`config.mk`:
```
export PLATFORM = sky130hd
export DESIGN_NAME = pyc_stream_downsizer_flat
export DESIGN_NICKNAME = d
export VERILOG_FILES = /design/src/rtl/pyc_stream_downsizer_if.sv /design/src/rtl/pyc_stream_downsizer.sv /design/src/flat_wrapper.sv
export SDC_FILE = /design/constraint.sdc
export NUM_CORES = 1
export LEC_CHECK = 0
export CORE_AREA = 3 3 90 92
export CTS_BUF_LIST = sky130_fd_sc_hd__clkbuf_16
export CTS_CLUSTER_DIAMETER = 80
export CTS_CLUSTER_SIZE = 24
export DETAILED_ROUTE_END_ITERATION = 8
export DIE_AREA = 0 0 93 95
export DONT_BUFFER_PORTS = 1
export PLACE_DENSITY = 0.71
export SETUP_SLACK_MARGIN = 0.4
export SYNTH_ARGS = -nofsm -noshare
export SYNTH_HDL_FRONTEND = slang
export SYNTH_SLANG_ARGS = --single-unit
```
`constraint.sdc`:
```
create_clock -name clk -period 2.37 [get_ports clk]
set_clock_uncertainty 0.1 [all_clocks]
set_input_delay 0.474 -clock clk [delete_from_list [all_inputs] [get_ports clk]]
set_output_delay 0.474 -clock clk [all_outputs]
set_load 0.01 [all_outputs]
```
`src/rtl/pyc_stream_downsizer_if.sv`:
```
// Stream bundle for the downsizer: wide input side, narrow output side and a busy flag.
interface pyc_stream_downsizer_if #(
    parameter int unsigned OUT_WIDTH = 8,
    parameter int unsigned RATIO     = 4
);
    localparam int unsigned IW = OUT_WIDTH * RATIO;
    localparam int unsigned CW = $clog2(RATIO);

    logic                 in_valid;
    logic                 in_ready;
    logic [IW-1:0]        in_data;
    logic [CW-1:0]        in_nbeats;
    logic                 in_last;
    logic                 out_valid;
    logic                 out_ready;
    logic [OUT_WIDTH-1:0] out_data;
    logic                 out_last;
    logic                 busy;

    modport slave (
        input  in_valid, in_data, in_nbeats, in_last, out_ready,
        output in_ready, out_valid, out_data, out_last, busy
    );

    modport master (
        output in_valid, in_data, in_nbeats, in_last, out_ready,
        input  in_ready, out_valid, out_data, out_last, busy
    );
endinterface

```
`src/rtl/pyc_stream_downsizer.sv`:
```
// Wide-to-narrow stream serializer, LSB beat first, with a one-word skid register
// so that in_ready depends only on local state.
module pyc_stream_downsizer #(
    parameter int unsigned OUT_WIDTH = 8,
    parameter int unsigned RATIO     = 4
) (
    input  logic                  clk,
    input  logic                  rst_n,
    pyc_stream_downsizer_if.slave bus_if
);
    localparam int unsigned IW = OUT_WIDTH * RATIO;
    localparam int unsigned CW = $clog2(RATIO);

    logic [IW-1:0] act_data_q,  act_data_d;
    logic [CW-1:0] act_rem_q,   act_rem_d;
    logic          act_last_q,  act_last_d;
    logic          act_valid_q, act_valid_d;
    logic [IW-1:0] skid_data_q,   skid_data_d;
    logic [CW-1:0] skid_nbeats_q, skid_nbeats_d;
    logic          skid_last_q,   skid_last_d;
    logic          skid_valid_q,  skid_valid_d;
    logic          in_ready_q, in_ready_d;
    logic          out_last_q, out_last_d;
    logic          busy_q,     busy_d;

    logic pop, fin, free, accept;

    // Next-state: shift/retire the active word, refill from skid, then take a new word.
    always_comb begin
        act_data_d    = act_data_q;
        act_rem_d     = act_rem_q;
        act_last_d    = act_last_q;
        act_valid_d   = act_valid_q;
        skid_data_d   = skid_data_q;
        skid_nbeats_d = skid_nbeats_q;
        skid_last_d   = skid_last_q;
        skid_valid_d  = skid_valid_q;

        pop    = act_valid_q && bus_if.out_ready;
        fin    = pop && (act_rem_q == '0);
        free   = !act_valid_q || fin;
        accept = bus_if.in_valid && in_ready_q;

        if (pop && (act_rem_q != '0)) begin
            act_data_d = act_data_q >> OUT_WIDTH;
            act_rem_d  = act_rem_q - CW'(1);
        end

        if (fin) begin
            if (skid_valid_q) begin
                act_data_d   = skid_data_q;
                act_rem_d    = skid_nbeats_q;
                act_last_d   = skid_last_q;
                act_valid_d  = 1'b1;
                skid_valid_d = 1'b0;
            end else begin
                // Cleared so the idle beat output reads as zero straight from the register.
                act_data_d  = '0;
                act_rem_d   = '0;
                act_last_d  = 1'b0;
                act_valid_d = 1'b0;
            end
        end

        // accept implies an empty skid, so it never collides with the skid refill above.
        if (accept) begin
            if (free && !skid_valid_q) begin
                act_data_d  = bus_if.in_data;
                act_rem_d   = bus_if.in_nbeats;
                act_last_d  = bus_if.in_last;
                act_valid_d = 1'b1;
            end else begin
                skid_data_d   = bus_if.in_data;
                skid_nbeats_d = bus_if.in_nbeats;
                skid_last_d   = bus_if.in_last;
                skid_valid_d  = 1'b1;
            end
        end

        in_ready_d = !skid_valid_d;
        out_last_d = act_valid_d && act_last_d && (act_rem_d == '0);
        busy_d     = act_valid_d || skid_valid_d;
    end

    always_ff @(posedge clk or negedge rst_n) begin
        if (!rst_n) begin
            act_data_q    <= '0;
            act_rem_q     <= '0;
            act_last_q    <= 1'b0;
            act_valid_q   <= 1'b0;
            skid_data_q   <= '0;
            skid_nbeats_q <= '0;
            skid_last_q   <= 1'b0;
            skid_valid_q  <= 1'b0;
            in_ready_q    <= 1'b1;
            out_last_q    <= 1'b0;
            busy_q        <= 1'b0;
        end else begin
            act_data_q    <= act_data_d;
            act_rem_q     <= act_rem_d;
            act_last_q    <= act_last_d;
            act_valid_q   <= act_valid_d;
            skid_data_q   <= skid_data_d;
            skid_nbeats_q <= skid_nbeats_d;
            skid_last_q   <= skid_last_d;
            skid_valid_q  <= skid_valid_d;
            in_ready_q    <= in_ready_d;
            out_last_q    <= out_last_d;
            busy_q        <= busy_d;
        end
    end

    assign bus_if.in_ready  = in_ready_q;
    assign bus_if.out_valid = act_valid_q;
    assign bus_if.out_data  = act_data_q[OUT_WIDTH-1:0];
    assign bus_if.out_last  = out_last_q;
    assign bus_if.busy      = busy_q;
endmodule

```
`src/flat_wrapper.sv`:
```
// flat-port wrapper written by rule: the top's interface ports become plain ports
module pyc_stream_downsizer_flat 
#(
    parameter int unsigned OUT_WIDTH = 8,
    parameter int unsigned RATIO     = 4
)
  (clk, rst_n, bus_if_in_valid, bus_if_in_data, bus_if_in_nbeats, bus_if_in_last, bus_if_out_ready, bus_if_in_ready, bus_if_out_valid, bus_if_out_data, bus_if_out_last, bus_if_busy);
  pyc_stream_downsizer_if #(.OUT_WIDTH(OUT_WIDTH), .RATIO(RATIO)) bus_if_i ();
  input  logic clk;
  input  logic rst_n;
  input wire logic [$bits(bus_if_i.in_valid)-1:0] bus_if_in_valid;
  input wire logic [$bits(bus_if_i.in_data)-1:0] bus_if_in_data;
  input wire logic [$bits(bus_if_i.in_nbeats)-1:0] bus_if_in_nbeats;
  input wire logic [$bits(bus_if_i.in_last)-1:0] bus_if_in_last;
  input wire logic [$bits(bus_if_i.out_ready)-1:0] bus_if_out_ready;
  output wire logic [$bits(bus_if_i.in_ready)-1:0] bus_if_in_ready;
  output wire logic [$bits(bus_if_i.out_valid)-1:0] bus_if_out_valid;
  output wire logic [$bits(bus_if_i.out_data)-1:0] bus_if_out_data;
  output wire logic [$bits(bus_if_i.out_last)-1:0] bus_if_out_last;
  output wire logic [$bits(bus_if_i.busy)-1:0] bus_if_busy;
  assign bus_if_i.in_valid = bus_if_in_valid;
  assign bus_if_i.in_data = bus_if_in_data;
  assign bus_if_i.in_nbeats = bus_if_in_nbeats;
  assign bus_if_i.in_last = bus_if_in_last;
  assign bus_if_i.out_ready = bus_if_out_ready;
  assign bus_if_in_ready = bus_if_i.in_ready;
  assign bus_if_out_valid = bus_if_i.out_valid;
  assign bus_if_out_data = bus_if_i.out_data;
  assign bus_if_out_last = bus_if_i.out_last;
  assign bus_if_busy = bus_if_i.busy;
  pyc_stream_downsizer #(.OUT_WIDTH(OUT_WIDTH), .RATIO(RATIO)) u_core (.clk(clk), .rst_n(rst_n), .bus_if(bus_if_i));
endmodule
```
* Yosys cells after proc, flatten, opt, wreduce, memory -nomap -nowiden
Index checks and enable logic that the tools add are counted.
Word-level totals: memories kept 0, flip-flop bits (word level) 75, bits in latches 0, output and inout port bits 12, input bits 39, bits in writable memories 0, logic and storage cells 50, bits in read-only memories 0
Operators by class: equal/unequal tests 0, add/sub/neg operators 1, $lt $le $gt $ge 0, reduce and logical (&&, ||, !) cells 16, shifts and indexed selects 0, bitwise operators 1, multiplexer cells 21, div/mod/pow operators 0, $mul 0
Operator list (count):
- $mux 32 | 5
- $mux 1 | 11
- $mux 2 | 5
- $logic_and 1x1->1 | 7
- $logic_not 2->1 | 2
- $logic_not 1->1 | 3
- $logic_or 1x1->1 | 2
- $reduce_and 2->1 | 1
- $reduce_bool 2->1 | 1
- $sub 2x1->2 const B | 1
- $not 1->1 | 1

* Longest topological paths before layout
Gate-level depths: netlist of the first run.
depth in word-level cells 8, gate-level depth with buffers 8

* Least setup slack after synthesis of the first run
No wires, ideal clock.
path type register to register, from reg u_core.act_rem_q[0], to reg u_core.skid_data_q[0], library setup time 0.125 ns, stages on the path, launching flop included 9, arrival 1.651 ns, data required time 2.145 ns, path buffers 2, path slack 0.494 ns, clock period less this slack 1.876 ns, cell sequence dfrtp_1 inv_1 ha_1 a21boi_2 nor2_1 or2_1 buf_6 buf_6 mux2_4
On the way: longest elaborated chain between the ends 6
RTL lines:
- from (decl) | RTL line pyc_stream_downsizer.sv:15 | logic [CW-1:0] act_rem_q, act_rem_d;
- from (signal assigned) | RTL line pyc_stream_downsizer.sv:100 | act_rem_q <= act_rem_d;
- $logic_not 2->1 | RTL line pyc_stream_downsizer.sv:40 | fin = pop && (act_rem_q == '0);
- $logic_and 1x1->1 | RTL line pyc_stream_downsizer.sv:40
- $logic_or 1x1->1 | RTL line pyc_stream_downsizer.sv:41 | free = !act_valid_q || fin;
- $logic_and 1x1->1 | RTL line pyc_stream_downsizer.sv:67 | if (free && !skid_valid_q) begin
- $not 1->1 (no source line)
- $reduce_and 2->1 (no source line)
- to (signal assigned) | RTL line pyc_stream_downsizer.sv:103 | skid_data_q <= skid_data_d;
- to (decl) | RTL line pyc_stream_downsizer.sv:18 | logic [IW-1:0] skid_data_q, skid_data_d;
Every way passes these cells. A chain may end at the register's enable or synchronous reset.

* Worst setup path after layout of the first run
from reg u_core.act_rem_q[0], to reg u_core.skid_data_q[16]
The elaborated chain is that of the path after synthesis.

==> results of run 1 <==
-- critical path, stage by stage (launching register included) --
cell and delay, ps:
dfrtp_1 360, inv_2 60, ha_4 170, a21boi_2 140, nor2_1 60, or2_4 270
bufbuf_16 310, mux2_4 300
-- cell type report --
| cell class | count | share of cell area [%] |
|---|---|---|
| Clock buffer | 9 | 5.327 |
| Clock inverter | 7 | 1.953 |
| Timing Repair Buffer | 18 | 6.156 |
| Multi-Input combinational cell | 189 | 38.77 |
| Tap cell | 99 | 2.930 |
| Inverter | 5 | 0.4439 |
| Sequential cell | 75 | 44.42 |
-- sequential cells by signal (all words and copies together), names as in the netlist --
| register | cells |
|---|---|
| u_core.act_data_q | 32 |
| u_core.act_last_q | 1 |
| u_core.act_rem_q | 2 |
| u_core.bus_if.busy | 1 |
| u_core.bus_if.in_ready | 1 |
| u_core.bus_if.out_last | 1 |
| u_core.bus_if.out_valid | 1 |
| u_core.skid_data_q | 32 |
| u_core.skid_last_q | 1 |
| u_core.skid_nbeats_q | 2 |
| u_core.skid_valid_q | 1 |
-- logic make-up after synthesis --
| logic type | count (synthesis) |
|---|---|
| muxes | 61 |
| buffers and inverters | 37 |
| adders and majority gates | 2 |
| and+or+nand+nor | 27 |
| AOI/OAI and AO/OA | 99 |
| DFF | 75 |
-- how the worst max path moves through the flow --
stage | start | end | depth (start not counted)
finish | u_core.act_rem_q[0] | u_core.skid_data_q[16] | 7
global route | u_core.act_rem_q[1] | u_core.skid_data_q[14] | 7
CTS | u_core.act_rem_q[0] | u_core.skid_data_q[16] | 7
detailed placement | u_core.act_rem_q[0] | u_core.skid_data_q[26] | 7
global placement | u_core.act_rem_q[0] | u_core.skid_data_q[21] | 7
floorplan | u_core.act_rem_q[0] | u_core.skid_data_q[0] | 8
-- per-stage QoR --
step | util, % | setup WS [ps] | hold slack (ps) | std cells | power, µW
3_5_place_dp | 51.39 | 209.4 | 80.71 | 377 | 4725
5_1_grt | 57.98 | 401.0 | -284.9 | 402 | 6744
6_report | 57.98 | 468.7 | -265.3 | 402 | 6326
2_1_floorplan | - | 493.7 | 78.41 | 301 | 4317
4_1_cts | 57.19 | 406.1 | -275.3 | 398 | 6293
3_3_place_gp | 51.39 | 266.5 | 80.47 | 377 | 4625
-- power groups by stage --
stage          logic [µW]  clock network (µW)  registers [µW]
4_1_cts              2440                1430            2430
2_1_floorplan        2090                   0            2230
6_report             2490                1410            2430
3_3_place_gp         2200                   0            2420
3_5_place_dp         2280                   0            2440
5_1_grt              2740                1490            2510
-- per-layer routing --
metal  part of all wire (%)  global-route usage [%]  vias up
met3                    6.9                   8.048        6
met2                     47                   29.63       57
met1                     45                   26.07     1186
met4                    1.1                   6.349        0
met5                      0                       0        -
li1                       -                       -     1089
-- layout by cell type, fill, tap and decap left out, types with 9 or more instances in the layout --
| master | instances |
|---|---|
| clkbuf_16 | 9 |
| buf_4 | 10 |
| mux2i_1 | 25 |
| a21oi_1 | 25 |
| dfrtp_1 | 74 |
| mux2_4 | 28 |
| a22oi_1 | 10 |
| a211oi_1 | 24 |
| nand2_1 | 14 |
| a21o_1 | 24 |
-- what timing repair did --
action / in CTS / in global routing
endpoints found under the setup margin: 33 / 17
buffers inserted: 3 / 4
hold endpoints to repair: 75 / 75
gates cloned: 2 / 0
pin swaps: 3 / 4
resized for setup: 3 / 4
==> run metrics, run 1 <==
largest cells by area after synthesis dfrtp_1 50%, mux2_4 11%, mux2i_1 6.8%, a211oi_1 4.9%, a21o_1 4.9%; Synth Area in Compound Gates 18.05%; count leader, synth dfrtp_1; status finished, violations left; Worst VDD drop 0.7248 mV; RSZ-0062 raised after global routing no; Max Clk Rate 525.9 MHz; capturing point of the worst reg2reg path u_core.skid_data_q[16]; Rows 31; Synth Register Bits 75; largest net degree at the start of global routing 76; total CTS buffers 9; Worst R2R Path Depth 7; layout cell share with drive strength beyond 1 22.77%; Multi-input gate area 1639 µm²; Post-DRT Antenna Nets 0; Int Power 4291 µW; Via density 5.816; Ys Warns 0; n_diodes 0; Distinct cells, synth 34; critical path type reg -> reg; Setup-failing EPs final 0; net count after synthesis 342; Die Height 95 µm; starting DRC count in detailed routing 152; Post-synth top cells 74 x dfrtp_1, 28 x mux2_4, 25 x a21oi_1, 25 x mux2i_1; Power Dens Cells 1496 nW/µm²; area fraction in and, or, nand and nor cells after synthesis 3.970%; sw frac 32.17%; Synth Instances 301; H-tree Lvls 3; GR Util All Layers 19.71%; largest family of logic cells by synthesized area multiplexers; cell area after synthesis 3687 µm²; Slew headroom 75.41%; max-cap violations 0; CP max FO 17; worst-margin pin slew 368.9 ps; DPL Wire Length 4850 µm; Seq/Total Area, Yosys 50.93%; period utilization 80.22%; adder-cell share of the synthesized area 0.6787%; clk sinks 75; WHS -265.3 ps; vias 2338; Post-Syn Area per Cell 12.25 µm²; clk buf depth 2; Final Instance Area 4228 µm²; Hold WC Path Type in -> async; # IOs 51; post-synth top area cell dfrtp_1; initial antenna violation count 0; Starting Density 50.57%; GP Congestion 0.7694; fill count 629; flop2flop setup slack 470 ps; TNS Setup 0 ps; wire length per cell 19.93 µm; CTS tree yes; Clock Latency Late Sink 330 ps; failing checks hold timing; Layout area overhead 14.66%; Synth Area in XOR/XNOR 0%; Startpoint Class register; DRT Pass-1 Iters 4; CP Data Required Time 2480 ps; final hold violations 75; I/O Buffers 0; post-synth top area share 50.22%; ys flop type dfrtp_1; placed cell areas 3747 µm²; Arrival @ worst endpoint 2010 ps; Final nets 339; Worst R2R Start u_core.act_rem_q[0]; post-route DRC violation count 0; Reg clk slew, reported paths 60 ps; P_leak 0.002094 µW; routed wire length 8011 µm; Die W 93 µm; total core area 7292 µm²; fin. max-slew vios 0; Clk pwr share 22.2%; first-pass GRT wire length 13260 µm; Logic pwr share 39.4%; GRT overflow 0; sw power 2035 µW; Clock Tree Root clkbuf_16; die area 8835 µm²; Async SR Flop Fraction 100.0%; sequential power share 38.4%; mux cell area share after synthesis 20.63%; Storage cell area 1878 µm²; number of synthesized flops with an enable pin 0; vias in the first global route 2473; Final Critical Period 1901 ps; Worst setup EP type register
(Power assumes the default switching activity.)
==> run 2, diff against run 1 <==
- PLACE_DENSITY: 0.71 -> 0.74
- clock period: 2.37 -> 1.6 ns (I/O delays scaled with it)
==> run 2 against run 1 <==
The run ends with hold timing, setup timing left. Sequential cell count unchanged. Sequential power grew 50%. Via count up 8.3%. Largest power group unchanged. Combinational power grew 79%. Register-to-register slack worse by 710 ps. Largest cell class unchanged.
==> run metrics, run 2 (synthesized netlist as in run 1, its figures left out) <==
largest net degree at the start of global routing 76 (unchanged); RSZ-0062 raised after global routing yes (was no); routed wire length 9133 µm (was 8011 µm); Post-DRT Antenna Nets 0 (unchanged); P_leak 0.002294 µW (was 0.002094 µW); total CTS buffers 9 (unchanged); met1 WL 3905 µm (was 3629 µm); Worst VDD drop 1.079 mV (was 0.7248 mV); Die Height 95 µm (unchanged); initial antenna violation count 0 (unchanged); first-pass GRT wire length 13990 µm (was 13260 µm); most common cell after layout, fill and taps aside dfrtp_1 (unchanged); status finished, violations left (unchanged); failing checks hold timing, setup timing (was hold timing); Power Dens Cells 2156 nW/µm² (was 1496 nW/µm²); Arrival @ worst endpoint 1960 ps (was 2010 ps); Multi-input gate area 1740 µm² (was 1639 µm²); flop2flop setup slack -240 ps (was 470 ps); starting DRC count in detailed routing 110 (was 152); Final Instance Area 4732 µm² (was 4228 µm²); Rows 31 (unchanged); Final nets 371 (was 339); max-cap violations 0 (unchanged); Worst R2R Path Depth 7 (unchanged); vias in the first global route 2670 (was 2473); WL met3 585 µm (was 551 µm); path length in cells of the critical path 7 (unchanged); clk sinks 75 (unchanged); CP peak stage delay 350 ps (was 360 ps); worst-margin pin slew 275.4 ps (was 368.9 ps); critical path type reg -> reg (unchanged); GR Util All Layers 20.83% (was 19.71%); most frequent cells in the layout 74 x dfrtp_1, 30 x mux2_4, 25 x a21oi_1, 24 x a21o_1 (was 74 x dfrtp_1, 28 x mux2_4, 25 x mux2i_1, 25 x a21oi_1); Startpoint Class register (unchanged); capturing point of the worst reg2reg path u_core.skid_data_q[10] (was u_core.skid_data_q[16]); Worst R2R Start u_core.act_rem_q[0] (unchanged); Hold WC Path Type in -> async (unchanged); DP Worst Slack -273.1 ps (was 209.4 ps); Pwr Total 10200 µW (was 6326 µW); I/O Buffers 0 (unchanged); Max Clk Rate 543.0 MHz (was 525.9 MHz); Layout area overhead 28.33% (was 14.66%); Storage cell area 1878 µm² (unchanged); CTS tree yes (unchanged); post-route DRC violation count 0 (unchanged); Die W 93 µm (unchanged); Largest regs u_core.act_data_q x32, u_core.skid_data_q x32 (unchanged); fin. max-slew vios 0 (unchanged); Worst path slowest cell dfrtp_1 (unchanged); CP max FO 7 (was 17); CP Data Required Time 1720 ps (was 2480 ps); fill count 554 (was 629); worst-path cell chain inv_2 > ha_4 > a21boi_2 > nor2_1 > or2_4 > clkbuf_16 > mux2_4 (was inv_2 > ha_4 > a21boi_2 > nor2_1 > or2_4 > bufbuf_16 > mux2_4); period utilization 115.1% (was 80.22%); Setup-failing EPs final 72 (was 0); n_diodes 0 (unchanged); layout cell share with drive strength beyond 1 32.54% (was 22.77%); wire length per cell 21.04 µm (was 19.93 µm); Clock Latency Late Sink 330 ps (about the same); H-tree Lvls 3 (unchanged); clk buf depth 2 (unchanged); Clock Tree Root clkbuf_16 (unchanged); GRT overflow 0 (unchanged); die area 8835 µm² (unchanged); Largest delay share family, worst path simple AND/OR/NAND/NOR gates (was buffers and inverters); Via density 5.834 (was 5.816); Slew headroom 81.64% (was 75.41%); final hold violations 76 (was 75); Top Layer Used met4 (unchanged); DPL Wire Length 5238 µm (was 4850 µm); # IOs 51 (unchanged); routed wl met2 4506 µm (was 3740 µm); DRT Pass-1 Iters 4 (unchanged); GP Congestion 0.7788 (was 0.7694); Worst setup EP type register (unchanged); WHS -420.9 ps (was -265.3 ps); Starting Density 50.57% (unchanged); placed cell areas 3850 µm² (was 3747 µm²); total core area 7292 µm² (unchanged); vias 2532 (was 2338); Reg clk slew, reported paths 60 ps (about the same); Final Critical Period 1842 ps (was 1901 ps); worst path bufs/invs 2 (unchanged); post-route setup slack -241.5 ps (was 468.7 ps)
## run 2: cell types whose count changed in the layout (fill, tap and decap cells not counted), sizes merged
cell and delta:
buf +12, bufbuf -2, clkbuf +3, clkinv -1
dlygate4sd3 +19, inv +1
## run 2: per-stage QoR
step	hold slack (ps)	utilization (%)	cells	setup TNS [ps]
after floorplan	-75.59	-	301	-5762
after global routing	-434.5	64.89	434	-17240
after global placement	-73.21	52.80	389	-12820
after detailed placement	-72.82	52.80	389	-14870
final	-420.9	64.89	434	-12690
after CTS	-429.4	62.17	426	-9812
## run 2: final cells by class
| class | count | area share [%] |
|---|---|---|
| clock inverter | 7 | 1.772 |
| timing repair buffer | 50 | 13.99 |
| sequential | 75 | 39.69 |
| inverter | 5 | 0.3966 |
| tap | 99 | 2.618 |
| clock buffer | 9 | 4.759 |
| multi-input combinational | 189 | 36.78 |
## run 2: worst register-to-register path, cell delays in order, from the launching register on
cell,delay (ps)
dfrtp_1,350
inv_2,60
ha_4,160
a21boi_2,140
nor2_1,70
or2_4,330
clkbuf_16,200
mux2_4,310
## run 2: report_power, final
| group | internal (µW) | switching [µW] |
|---|---|---|
| Sequential | 2890 | 750 |
| Combinational | 2610 | 1850 |
| Clock | 1350 | 763 |
| Total | 6840 | 3360 |
## run 2: how the worst max path moves through the flow
stage	slack, ps	to	startpoint
3_5_place_dp	-270	u_core.act_data_q[28]	u_core.act_rem_q[1]
6_report	-240	u_core.skid_data_q[10]	u_core.act_rem_q[0]
4_1_cts	-180	u_core.skid_data_q[24]	u_core.act_rem_q[0]
2_1_floorplan	-170	u_core.skid_data_q[0]	u_core.act_rem_q[0]
3_3_place_gp	-220	u_core.act_data_q[26]	u_core.act_rem_q[1]
5_1_grt	-300	u_core.skid_data_q[10]	u_core.act_rem_q[1]
## run 2: routing by layer
metal / up-vias / global-route usage [%]
li1: 1157 / -
met1: 1291 / 25.87
met2: 72 / 34.55
met3: 12 / 5.817
met4: 0 / 8.181
met5: - / 0
## run 2: repair_timing
action | CTS | global route
pin swaps | 10 | 3
gates resized for setup | 28 | 21
hold endpoints to repair | 90 | 79
buffers inserted | 3 | 1
hold buffers | 15 | 4
endpoints found under the setup margin | 76 | 78
cloned | 3 | 3
